$ cat config.mk
export PLATFORM = sky130hd
export DESIGN_NAME = seg_scan_decoder
export DESIGN_NICKNAME = d
export VERILOG_FILES = /design/src/rtl/seg_scan_decoder.sv
export SDC_FILE = /design/constraint.sdc
export NUM_CORES = 1
export LEC_CHECK = 0
export BUFFER_PORTS_ARGS = -buffer_cell sky130_fd_sc_hd__buf_2
export CAP_MARGIN = 20
export CORE_ASPECT_RATIO = 0.75
export CORE_MARGIN = 5
export CORE_UTILIZATION = 65
export CTS_CLUSTER_SIZE = 24
export DETAILED_ROUTE_END_ITERATION = 10
export PLACE_DENSITY = 0.85
export SLEW_MARGIN = 40
export SYNTH_ARGS = -nofsm -noshare
export SYNTH_HDL_FRONTEND = slang
export SYNTH_HIERARCHICAL = 1
export SYNTH_SLANG_ARGS = --single-unit
$ cat constraint.sdc
create_clock -name clk -period 8.61 [get_ports clk]
set_input_delay 1.2915 -clock clk [delete_from_list [all_inputs] [get_ports clk]]
set_output_delay 1.2915 -clock clk [all_outputs]
set_load 0.01 [all_outputs]
$ cat src/rtl/seg_scan_decoder.sv
// Receive-side monitor for a multiplexed active-low 7-segment bus. Each anode
// slot is debounced and decoded back to BCD, and the four digits are published together as one frame.

module seg_scan_slot (
  input  logic       clk,
  input  logic       rst,
  input  logic       wr_i,
  input  logic [3:0] dig_i,
  input  logic       dp_i,
  output logic [3:0] dig_d_o,
  output logic       dp_d_o
);
  logic [3:0] dig_q;
  logic       dp_q;

  // The next-state value is exported so a frame can close in the same cycle as its last slot write.
  always_comb begin
    dig_d_o = wr_i ? dig_i : dig_q;
    dp_d_o  = wr_i ? dp_i  : dp_q;
  end

  always_ff @(posedge clk or posedge rst) begin
    if (rst) begin
      dig_q <= 4'hF;
      dp_q  <= 1'b0;
    end else begin
      dig_q <= dig_d_o;
      dp_q  <= dp_d_o;
    end
  end
endmodule

module seg_scan_decoder #(
  parameter int STABLE_CYC  = 16,
  parameter int TIMEOUT_CYC = 2000000,
  parameter int CNT_W       = 21
) (
  input  logic       clk,
  input  logic       rst,
  input  logic [3:0] an,
  input  logic [7:0] sgm,
  output logic [3:0] dig3,
  output logic [3:0] dig2,
  output logic [3:0] dig1,
  output logic [3:0] dig0,
  output logic [3:0] dp,
  output logic       frame_done,
  output logic       err_code,
  output logic       err_anode,
  output logic       stale
);
  localparam int NUM_LANES = 4;
  localparam logic [CNT_W-1:0] STAB_LAST = CNT_W'(STABLE_CYC - 1);
  localparam logic [CNT_W-1:0] STAB_SAT  = CNT_W'(STABLE_CYC);
  localparam logic [CNT_W-1:0] TMO_MAX   = CNT_W'(TIMEOUT_CYC);
  localparam logic [CNT_W-1:0] CNT_ONE   = CNT_W'(1);

  // Returns {bad, digit}; unknown patterns decode to blank and flag bad.
  function automatic logic [4:0] seg_decode(input logic [6:0] s);
    logic [4:0] r;
    case (s)
      7'h40:   r = 5'h00;
      7'h79:   r = 5'h01;
      7'h24:   r = 5'h02;
      7'h30:   r = 5'h03;
      7'h19:   r = 5'h04;
      7'h12:   r = 5'h05;
      7'h02:   r = 5'h06;
      7'h78:   r = 5'h07;
      7'h00:   r = 5'h08;
      7'h10:   r = 5'h09;
      7'h7F:   r = 5'h0F;
      default: r = 5'h1F;
    endcase
    return r;
  endfunction

  logic [11:0]                sync1_q, sync2_q, pat_q;
  logic [CNT_W-1:0]           stab_q, stab_d, tmo_q, tmo_d;
  logic [NUM_LANES-1:0]       pend_q, pend_or, pend_d, slot_wr, shd_dp_d, dp_q;
  logic [NUM_LANES-1:0][3:0]  shd_dig_d, dig_q;
  logic [3:0]                 an_s;
  logic [7:0]                 sgm_s;
  logic [4:0]                 dec;
  logic                       accept, onehot, frame_fire;
  logic                       stale_q, stale_d, frame_q;
  logic                       err_code_q, err_code_d, err_anode_q, err_anode_d;

  assign an_s  = sync2_q[11:8];
  assign sgm_s = sync2_q[7:0];
  assign dec   = seg_decode(sgm_s[6:0]);

  always_comb begin
    stab_d = stab_q;
    if (sync2_q != pat_q)        stab_d = '0;
    else if (stab_q != STAB_SAT) stab_d = stab_q + CNT_ONE;

    // Saturating past STAB_LAST makes each settled pattern accept exactly once.
    accept  = (sync2_q == pat_q) && (stab_q == STAB_LAST) && (an_s != 4'hF);
    onehot  = $onehot(~an_s);
    slot_wr = (accept && onehot) ? ~an_s : '0;

    pend_or    = pend_q | slot_wr;
    frame_fire = (|slot_wr) && (pend_or == '1);
    pend_d     = frame_fire ? '0 : pend_or;

    err_code_d  = err_code_q  | ((|slot_wr) & dec[4]);
    err_anode_d = err_anode_q | (accept & ~onehot);

    tmo_d   = tmo_q;
    stale_d = stale_q;
    if (accept) begin
      tmo_d   = '0;
      stale_d = 1'b0;
    end else if (tmo_q != TMO_MAX) begin
      tmo_d = tmo_q + CNT_ONE;
      if (tmo_d == TMO_MAX) stale_d = 1'b1;
    end
  end

  for (genvar i = 0; i < NUM_LANES; i++) begin : g_slot
    seg_scan_slot u_slot (
      .clk     (clk),
      .rst     (rst),
      .wr_i    (slot_wr[i]),
      .dig_i   (dec[3:0]),
      .dp_i    (~sgm_s[7]),
      .dig_d_o (shd_dig_d[i]),
      .dp_d_o  (shd_dp_d[i])
    );
  end

  // Idle bus (all high) is the reset image so nothing is accepted out of reset.
  always_ff @(posedge clk or posedge rst) begin
    if (rst) begin
      sync1_q     <= '1;
      sync2_q     <= '1;
      pat_q       <= '1;
      stab_q      <= '0;
      tmo_q       <= '0;
      stale_q     <= 1'b0;
      pend_q      <= '0;
      dig_q       <= {NUM_LANES{4'hF}};
      dp_q        <= '0;
      frame_q     <= 1'b0;
      err_code_q  <= 1'b0;
      err_anode_q <= 1'b0;
    end else begin
      sync1_q     <= {an, sgm};
      sync2_q     <= sync1_q;
      pat_q       <= sync2_q;
      stab_q      <= stab_d;
      tmo_q       <= tmo_d;
      stale_q     <= stale_d;
      pend_q      <= pend_d;
      frame_q     <= frame_fire;
      err_code_q  <= err_code_d;
      err_anode_q <= err_anode_d;
      if (frame_fire) begin
        dig_q <= shd_dig_d;
        dp_q  <= shd_dp_d;
      end
    end
  end

  assign dig0       = dig_q[0];
  assign dig1       = dig_q[1];
  assign dig2       = dig_q[2];
  assign dig3       = dig_q[3];
  assign dp         = dp_q;
  assign frame_done = frame_q;
  assign err_code   = err_code_q;
  assign err_anode  = err_anode_q;
  assign stale      = stale_q;
endmodule

# Word-level counts from Yosys, hierarchy flattened
# Index checks and enable logic that the tools add are counted.
# W data, S select, Z words.
[word_totals] regBits=126 output_inout_bits=24 elab_cells=83
[classes] n_addsub=5 n_eq_ne=19 muxes=18 bitwise=8 n_reduce_logical=10
[op_table] operator="$mux W21" n=4
[op_table] operator="$pmux W5 S11" n=1
[op_table] operator="$add A21 B1 Y21 const B" n=2
[op_table] operator="$eq A7 B7 Y1 const B" n=4
[op_table] operator="$mux W4" n=6
[op_table] operator="$eq A21 B21 Y1 const B" n=1
[op_table] operator="$eq A21 B4 Y1 const B" n=1
[op_table] operator="$eq A7 B5 Y1 const B" n=3
[op_table] operator="$ne A21 B21 Y1 const B" n=1
[op_table] operator="$ne A21 B5 Y1 const B" n=1
[op_table] operator="$eq A7 B6 Y1 const B" n=2
[op_table] operator="$eq A12 B12 Y1" n=1
[op_table] operator="$ne A12 B12 Y1" n=1
[op_table] operator="$eq A7 B2 Y1 const B" n=1
[op_table] operator="$logic_not A7 Y1" n=1
[op_table] operator="$mux W1" n=7
[op_table] operator="$reduce_bool A2 Y1" n=3
[op_table] operator="$add A1 B1 Y2" n=2
[op_table] operator="$eq A4 B4 Y1 const B" n=1
[op_table] operator="$logic_and A1 B1 Y1" n=4
[op_table] operator="$ne A4 B4 Y1 const B" n=1
[op_table] operator="$not A4 Y4" n=1
[op_table] operator="$or A4 B4 Y4" n=1
[op_table] operator="$reduce_or A4 Y1" n=1
[op_table] operator="6 further kinds" n=9

# Depth between registers and ports, before layout
# Gate-level depths: netlist of the first run.
[depth] ltp_word=10 mapped_depth=11 mapped_depth_nobuf=10

# Cells and area by module
# Netlist of the first run, hierarchy kept.
[modules_own_cells] mod="seg_scan_decoder" instances=1 cells_each=445 area_each_um2=4954.8 seq_area_each_um2=2717.6
[modules_own_cells] mod="seg_scan_slot" instances=4 cells_each=11 area_each_um2=190.2 seq_area_each_um2=130.1

# Worst setup path before layout of the first run
# Ideal clock, no wire load.
[synth_path] kind="register to register" from="reg sync2_q[9]" to="reg dp_q[3] (netlist: dp[3])" setup_time_ns=0.125 arrival_time_ns=3.144 t_required_ns=8.485 setup_slack_ns=5.342 stages_incl_launch_ff=12 n_path_buf=1 cell_sequence="dfstp_2 -> fa_1 -> inv_1 -> ha_1 -> ha_1 -> nor3b_1 -> inv_1 -> or3b_1 -> buf_6 -> nor2_1 -> mux2_2 -> mux2_2"
[synth_rtl] item="start: declaration" line_no="78" text="logic [11:0] sync1_q, sync2_q, pat_q;"
[synth_rtl] item="start signal: assignment" line_no="150" text="sync2_q <= sync1_q;"
[synth_rtl] item="$not A4 Y4" line_no="100" text="onehot = $onehot(~an_s);"
[synth_rtl] item="$add A1 B1 Y2 (implied by the code)" line_no="100"
[synth_rtl] item="$add A2 B2 Y3 (implied by the code)" line_no="100"
[synth_rtl] item="$eq A3 B1 Y1" line_no="100"
[synth_rtl] item="$logic_and A1 B1 Y1 *" line_no="101" text="slot_wr = (accept && onehot) ? ~an_s : '0;"
[synth_rtl] item="$mux W4 *" line_no="101"
[synth_rtl] item="via slot_wr[3]" line_no="80" text="logic [NUM_LANES-1:0] pend_q, pend_or, pend_d, slot_wr, shd_dp_d, dp_q;"
[synth_rtl] item="$mux W1 *" line_no="19" text="dp_d_o = wr_i ? dp_i : dp_q;"
[synth_rtl] item="via shd_dp_d[3]" line_no="80"
[synth_rtl] item="end signal: assignment" line_no="161" text="dp_q <= shd_dp_d;"
[synth_rtl] item="end: declaration" line_no="80"
# The timed path passes the listed nets; every way through them passes the cells marked *.
# A chain may end at the register's enable or synchronous reset.

# Worst setup path after layout of the first run
[layout_path] from="reg sync2_q[9]" to="reg dp_q[3] (netlist: dp[3])"
[layout_via] elab_chain_cells=9
[layout_rtl] item="$not A4 Y4" line_no="100, 101"
[layout_rtl] item="$add A1 B1 Y2 (implied by the code)" line_no="100"
[layout_rtl] item="$add A2 B2 Y3 (implied by the code)" line_no="100"
[layout_rtl] item="$eq A3 B1 Y1" line_no="100"
[layout_rtl] item="$logic_and A1 B1 Y1" line_no="101"
[layout_rtl] item="$mux W4 *" line_no="101"
[layout_rtl] item="$or A4 B4 Y4" line_no="103" text="pend_or = pend_q | slot_wr;"
[layout_rtl] item="$eq A4 B4 Y1" line_no="104" text="frame_fire = (|slot_wr) && (pend_or == '1);"
[layout_rtl] item="$logic_and A1 B1 Y1" line_no="104"
# Every way passes the cells marked *; elsewhere a longest branch is shown, timed or not.

==> impl_results.md, run 1 <==
- Hold Buf Count CTS: 0
- Tot GR Track Use: 0.253
- Worst-path clk slew: 0.06 ns
- Residual DRC: 0
- Post-CTS Setup Repair Bufs: 0
- Syn nets: 512
- Fin. Hold Viols: 0
- Ant diodes: 0
- Final nets: 550
- Die Span X: 118 um
- Pint: 1.12 mW
- Share of layout cells above drive strength 1: 0.344
- Vias in the first global route: 4113
- Leak pwr: 2.90 nW
- Switching power: 0.299 mW
- GRT overflow: 0
- # Max-Cap Violations: 0
- Switching Fraction: 0.211
- Syn Area/Cell: 11.7 um2
- Max Freq: 245 MHz
- Io pins: 38
- Drt initial violations: 389
- Hpwl dp: 8090 um
- Via density: 6.13
- Post-CTS sizing: 0
- Die height: 91.2 um
- Library cells used by synthesis: 48
- CP endpoint kind: register
- Cell Area, Synth: 5720 um2
- # H-tree levels: 4
- Sequential-to-total area share from yosys stat: 0.567
- Ys Warns: 6
- Crit path required time: 8.90 ns
- Power per cell area: 215 nW/um2
- Fill count: 503
- Core Footprint: 8530 um2
- Post-DR wirelength/cell: 19.9 um
- Global-route wire length before repair: 21500 um
- Crit start category: register
- Crit share post-route: 0.474
- # rows: 29
- CTS tree: built
- Worst vdd ir: 199 uV
- Area Overhead vs Synth: 15.6%
- CTS sink count: 126
- Synthesized instance count: 489
- Critical path arrival: 4.38 ns
- Port Buffers: 37
- Largest net degree at the start of global routing: 70
- Post-place instance area: 5960 um2
- Clk_skew: 0.00918 ns
- First drt pass iteration count: 5
- Combinational power share: 0.024
- Reg power frac: 0.436
- Initial core utilization: 0.670
- Synthesized flop and latch total: 126
- CP max FO: 14
- Initial antenna violation count: 0
- Clk pwr share: 0.541
- Drt total wl: 12900 um
- Setup_tns: 0 ns
- Die area: 10800 um2
- Max-slew violation count: 0
- Normalized max-slew margin: 0.514
- DR vias: 3975
- Final Instance Area: 6610 um2
- Clock root buffer: clkbuf_16
- Worst-Skew Late Latency: 0.41 ns
- Final Wtd Congestion: 0.888
- Worst Hold Class: reg2reg
- Cts bufs inserted: 17
- Worst-Margin Slew: 0.723 ns
- Final setup viols: 0
- RSZ-0062 raised after global routing: no
- Crit Path Class: reg2reg
- Status: complete, no violations
- Final min period: 4.08 ns
- Antenna-violating nets left: 0
- Clock Path Buffers: 2
## layout make-up
type                            instances  area (um2)  share of cell area
Timing Repair Buffer                   40         211              0.0320
Clock buffer                           20         457              0.0691
Clock inverter                         12         185              0.0280
Inverter                               21        81.3              0.0123
Tap cell                              108         135              0.0205
Multi-Input combinational cell        321        2300               0.348
Sequential cell                       126        3240               0.490
## cells by family after synthesis
logic type      count (synthesis)  synth area share
fa+ha+maj                       9            0.0210
xor+xnor                       52            0.0797
mux                            43            0.0963
simple gates                  186             0.169
buf+inv                        42            0.0322
compound gates                 31            0.0348
flops                         126             0.567
## stage by stage
step           std cells  setup WS (ns)  hold slack [ns]  utilization  total power, mW
2_1_floorplan        489           4.62            0.345            -            0.647
3_3_place_gp         616           4.59            0.346        0.698            0.659
3_5_place_dp         616           4.47            0.347        0.698            0.661
4_1_cts              648           4.41            0.355        0.774             1.43
5_1_grt              648           4.32            0.357        0.775             1.47
6_report             648           4.53            0.356        0.775             1.42
## critical path: stages, from the launching register on
cell and delay [ns]:
dfstp_2 0.63, fa_1 0.44, inv_1 0.07, ha_1 0.14
ha_1 0.23, nor3b_1 0.27, inv_1 0.09, or3b_1 0.56
nor4_4 0.74, buf_4 0.41, mux2_2 0.39
## placed cells by master (no fill, tap or decap), types with 17 or more instances in the layout
cell       count
buf_2         37
mux2_2        24
inv_1         20
mux2_4        18
xnor2_1       19
xor2_1        33
clkbuf_16     17
dfrtp_1       58
nand3_1       21
nor2_1        69
dfstp_2       68
nand2_1       25
## per-layer routing
metal / share of wire / GRT usage / vias to the layer above
met5: 0 / 0 / -
met4: 0.037 / 0.132 / 0
met3: 0.079 / 0.0714 / 60
met2: 0.47 / 0.382 / 202
met1: 0.42 / 0.337 / 1949
li1: - / - / 1764
## power by group through the flow
stage	Clock, mW	Sequential (mW)	Combinational [mW]
after floorplan	0	0.623	0.0240
after global placement	0	0.627	0.0325
after detailed placement	0	0.628	0.0338
after CTS	0.777	0.619	0.0345
after global routing	0.808	0.620	0.0392
final	0.768	0.619	0.0340
## sequential cells by signal (all words and copies together) (netlist names), 4 cells and up
signal	flops
dp	4
pend_q	4
g_slot.u_slot/dp_q	4
g_slot.u_slot/dig_q	16
dig0	4
stab_q	21
sync1_q	12
dig2	4
sync2_q	12
dig1	4
tmo_q	21
pat_q	12
dig3	4
## worst paths after layout
kind / cells past startpoint / slack, ns / from / to
worst max-delay path: 10 / 4.53 / sync2_q[9]$_DFF_PP1_ / dp[3]$_DFFE_PP0P_
min in group asynchronous: 2 / 0.83 / rst / g_slot[1].u_slot/dp_q$_DFF_PP0_
worst min-delay path: 0 / 0.36 / sync1_q[11]$_DFF_PP1_ / sync2_q[11]$_DFF_PP1_
worst min register to register: 0 / 0.36 / sync1_q[11]$_DFF_PP1_ / sync2_q[11]$_DFF_PP1_
worst max register to register: 10 / 4.53 / sync2_q[9]$_DFF_PP1_ / dp[3]$_DFFE_PP0P_
max in group asynchronous: 3 / 6.69 / rst / pend_q[0]$_DFF_PP0_
## Yosys cell counts (all sizes together)
cell type	instances	area, um2
clkbuf	14	52.6
a31oi	2	12.5
or3	4	25.0
or2	1	6.26
o32ai	2	17.5
and3	7	43.8
o31ai	2	15.0
nand4	11	68.8
a311oi	1	8.76
and2	2	12.5
nor4bb	1	10.0
o32a	3	30.0
o211a	1	10.0
inv	21	78.8
ha	8	100
mux2	42	541
dfrtp	58	1450
nor3b	3	22.5
xor2	33	289
nand4bb	1	11.3
nand2b	3	18.8
mux2i	1	10.0
nand2	25	93.8
and4b	2	20.0
o211ai	1	7.51
a21oi	7	35.0
dfstp	68	1790
fa	1	20.0
nand3	22	110
or4	4	30.0
nor4b	1	8.76
or4bb	1	11.3
nor3	6	30.0
o21ai	11	55.1
and4	7	61.3
nor2b	1	6.26
nor2	69	259
nand3b	1	7.51
nor4	13	103
buf	7	52.5
a21o	1	7.51
or3b	1	8.76
xnor2	19	166
No activity file was read; power rests on OpenSTA's default activity.
==> inputs of run 2 (changes only) <==
Settings changed: ABC_AREA set to 1, CORE_UTILIZATION 65 to 55, PLACE_DENSITY 0.85 to 0.76.
Clock period 8.61 ns to 3.5 ns, I/O delays scaled along.
==> impl_results.md, run 2 <==
- Tot GR Track Use: 0.204
- Critical path arrival: 3.34 ns
- Synth top area cells: dfstp_2 (30%), dfrtp_1 (24%), nand2_1 (12%)
- DR vias: 4613
- CP endpoint kind: register
- Global-route wire length before repair: 21400 um
- Synthesized flop and latch total: 126
- Max-slew violation count: 0
- Library cells used by synthesis: 38
- Power per cell area: 475 nW/um2
- Worst-Margin Slew: 0.720 ns
- Worst Hold Class: in2async
- Residual DRC: 0
- Leak pwr: 3.33 nW
- Syn nets: 717
- Crit Path Class: reg2reg
- Post-synth top area cell: dfstp_2
- Clock root buffer: clkbuf_16
- Port Buffers: 37
- Post-CTS Setup Repair Bufs: 0
- Worst setup path startpoint: sync2_q[9]$_DFF_PP1_
- Vias in the first global route: 4556
- Drt initial violations: 423
- Final nets: 767
- CTS sink count: 126
- Synthesized instance count: 694
- Top Registers: stab_q: 21 flops, tmo_q: 21 flops, g_slot.u_slot/dig_q: 16 flops
- Normalized max-slew margin: 0.520
- Reg2Reg Launch Point: sync2_q[9]$_DFF_PP1_
- Final Wtd Congestion: 0.848
- Hpwl dp: 8540 um
- Io pins: 38
- Area Overhead vs Synth: 14.5%
- Async set or reset register ratio after synthesis: 1.00
- Crit start category: register
- CP max FO: 25
- Crit share post-route: 0.870
- Antenna-violating nets left: 0
- Hold Worst Slack: 0.0868 ns
- Die Span X: 131 um
- Hold Buf Count CTS: 0
- Post-DR wirelength/cell: 13.6 um
- Initial core utilization: 0.555
- Setup_tns: 0 ns
- GRT overflow: 0
- Post-place instance area: 6310 um2
- Share of layout cells above drive strength 1: 0.238
- Drt total wl: 12200 um
- Final Power: 3.27 mW
- RSZ-0062 raised after global routing: no
- Clk_skew: 0.0166 ns
- Cell Area, Synth: 6010 um2
- Post-CTS sizing: 0
- List of most frequent post-synthesis cells: nand2_1 (188), inv_1 (92), nor2_1 (71), dfstp_2 (68), dfrtp_1 (58)
- Final setup viols: 0
- Worst-path clk slew: 0.06 ns
- Die height: 101 um
- Worst vdd ir: 387 uV
- Die area: 13100 um2
- Clock Path Buffers: 2
- # rows: 33
- Max Freq: 329 MHz
- Syn Area/Cell: 8.66 um2
- Pre-CTS WS: 0.528 ns
- CTS tree: built
- First drt pass iteration count: 5
- Crit path required time: 3.79 ns
- # Max-Cap Violations: 0
- Main synth FF type: dfstp_2
- Final min period: 3.04 ns
- Core Footprint: 10800 um2
- Status: complete, no violations
- Yosys top cell area share: 0.297
- Final Instance Area: 6880 um2
- Fin. Hold Viols: 0
- Setup ws final: 0.456 ns
- # H-tree levels: 4
- Via density: 5.14
- Ant diodes: 0
- Initial antenna violation count: 0
- Most frequent cell after synthesis: nand2_1
- Largest net degree at the start of global routing: 80
- Commonest non-fill, non-tap cell in the layout: nand2_1
- Cts bufs inserted: 17
- Sequential-to-total area share from yosys stat: 0.539
- Post-synth EDFFs: 0
- Ys Warns: 6
- Most frequent cells in the layout: nand2_1 (188), inv_1 (91), nor2_1 (71)
- Worst-Skew Late Latency: 0.41 ns
[run 2: changes by cell type in the layout (fill, tap and decap cells not counted), moves of 13 or more]
cell	delta
nor3_1	+14
mux2_2	-24
nand2_1	+163
xor2_1	-16
inv_1	+71
xnor2_1	-13
mux2_4	-18
nand3_1	+23
[run 2: cells by family (layout without fill, tap and decap cells)]
logic type | after synthesis | after routing | share of synthesized area
adder cells (fa/ha/maj) | 9 | 9 | 0.0200
AND/OR/NAND/NOR | 377 | 377 | 0.284
buffers and inverters | 110 | 173 | 0.0777
XOR/XNOR | 23 | 23 | 0.0335
flip-flops | 126 | 126 | 0.539
AO/OA/AOI/OAI | 49 | 49 | 0.0462
[run 2: critical path, stage by stage, from the launching register on]
cell,delay [ns]
dfstp_2,0.59
fa_1,0.43
inv_1,0.06
ha_1,0.13
ha_1,0.24
nor3_4,0.30
inv_1,0.09
nor2_2,0.13
o21ai_1,0.12
nand2_2,0.40
nand2_4,0.24
nand2_1,0.13
nand2_1,0.06
[run 2: worst paths after layout]
path                                              endpoint  slack [ns]  cells after the start
setup reg to reg                         dp[1]$_DFFE_PP0P_        0.46                     12
hold / removal             g_slot[2].u_slot/dp_q$_DFF_PP0_        0.09                      2
hold reg to reg                      sync2_q[10]$_DFF_PP1_        0.35                      0
setup / recovery                         dp[1]$_DFFE_PP0P_        0.46                     12
max in group asynchronous              dig1[1]$_DFFE_PP1P_        2.38                      3
min in group clk                      sync1_q[0]$_DFF_PP1_        0.21                      1
[run 2: final cells by class]
| cell class | instances | area (um2) |
|---|---|---|
| Inverter | 101 | 384 |
| Timing Repair Buffer | 40 | 208 |
| Sequential cell | 126 | 3240 |
| Multi-Input combinational cell | 458 | 2300 |
| Fill cell | 897 | 3940 |
| Clock buffer | 19 | 464 |
| Tap cell | 140 | 175 |
| Clock inverter | 13 | 105 |
[run 2: through the flow]
step            util  instances
3_3_place_gp   0.583        865
5_1_grt        0.636        897
3_5_place_dp   0.583        865
6_report       0.636        897
2_1_floorplan      -        694
4_1_cts        0.636        897
[run 2: per-layer routing]
layer	vias up	GRT usage	routed length (um)
li1	2293	-	-
met1	2167	0.294	5800
met2	134	0.306	5650
met3	19	0.0445	613
met4	0	0.0751	174
met5	-	0	0
[run 2: where the power goes]
part           internal (mW)  switching, mW  total, mW
sequential              1.50         0.0170       1.51
combinational         0.0267         0.0669     0.0937
clock                  0.979          0.679       1.66
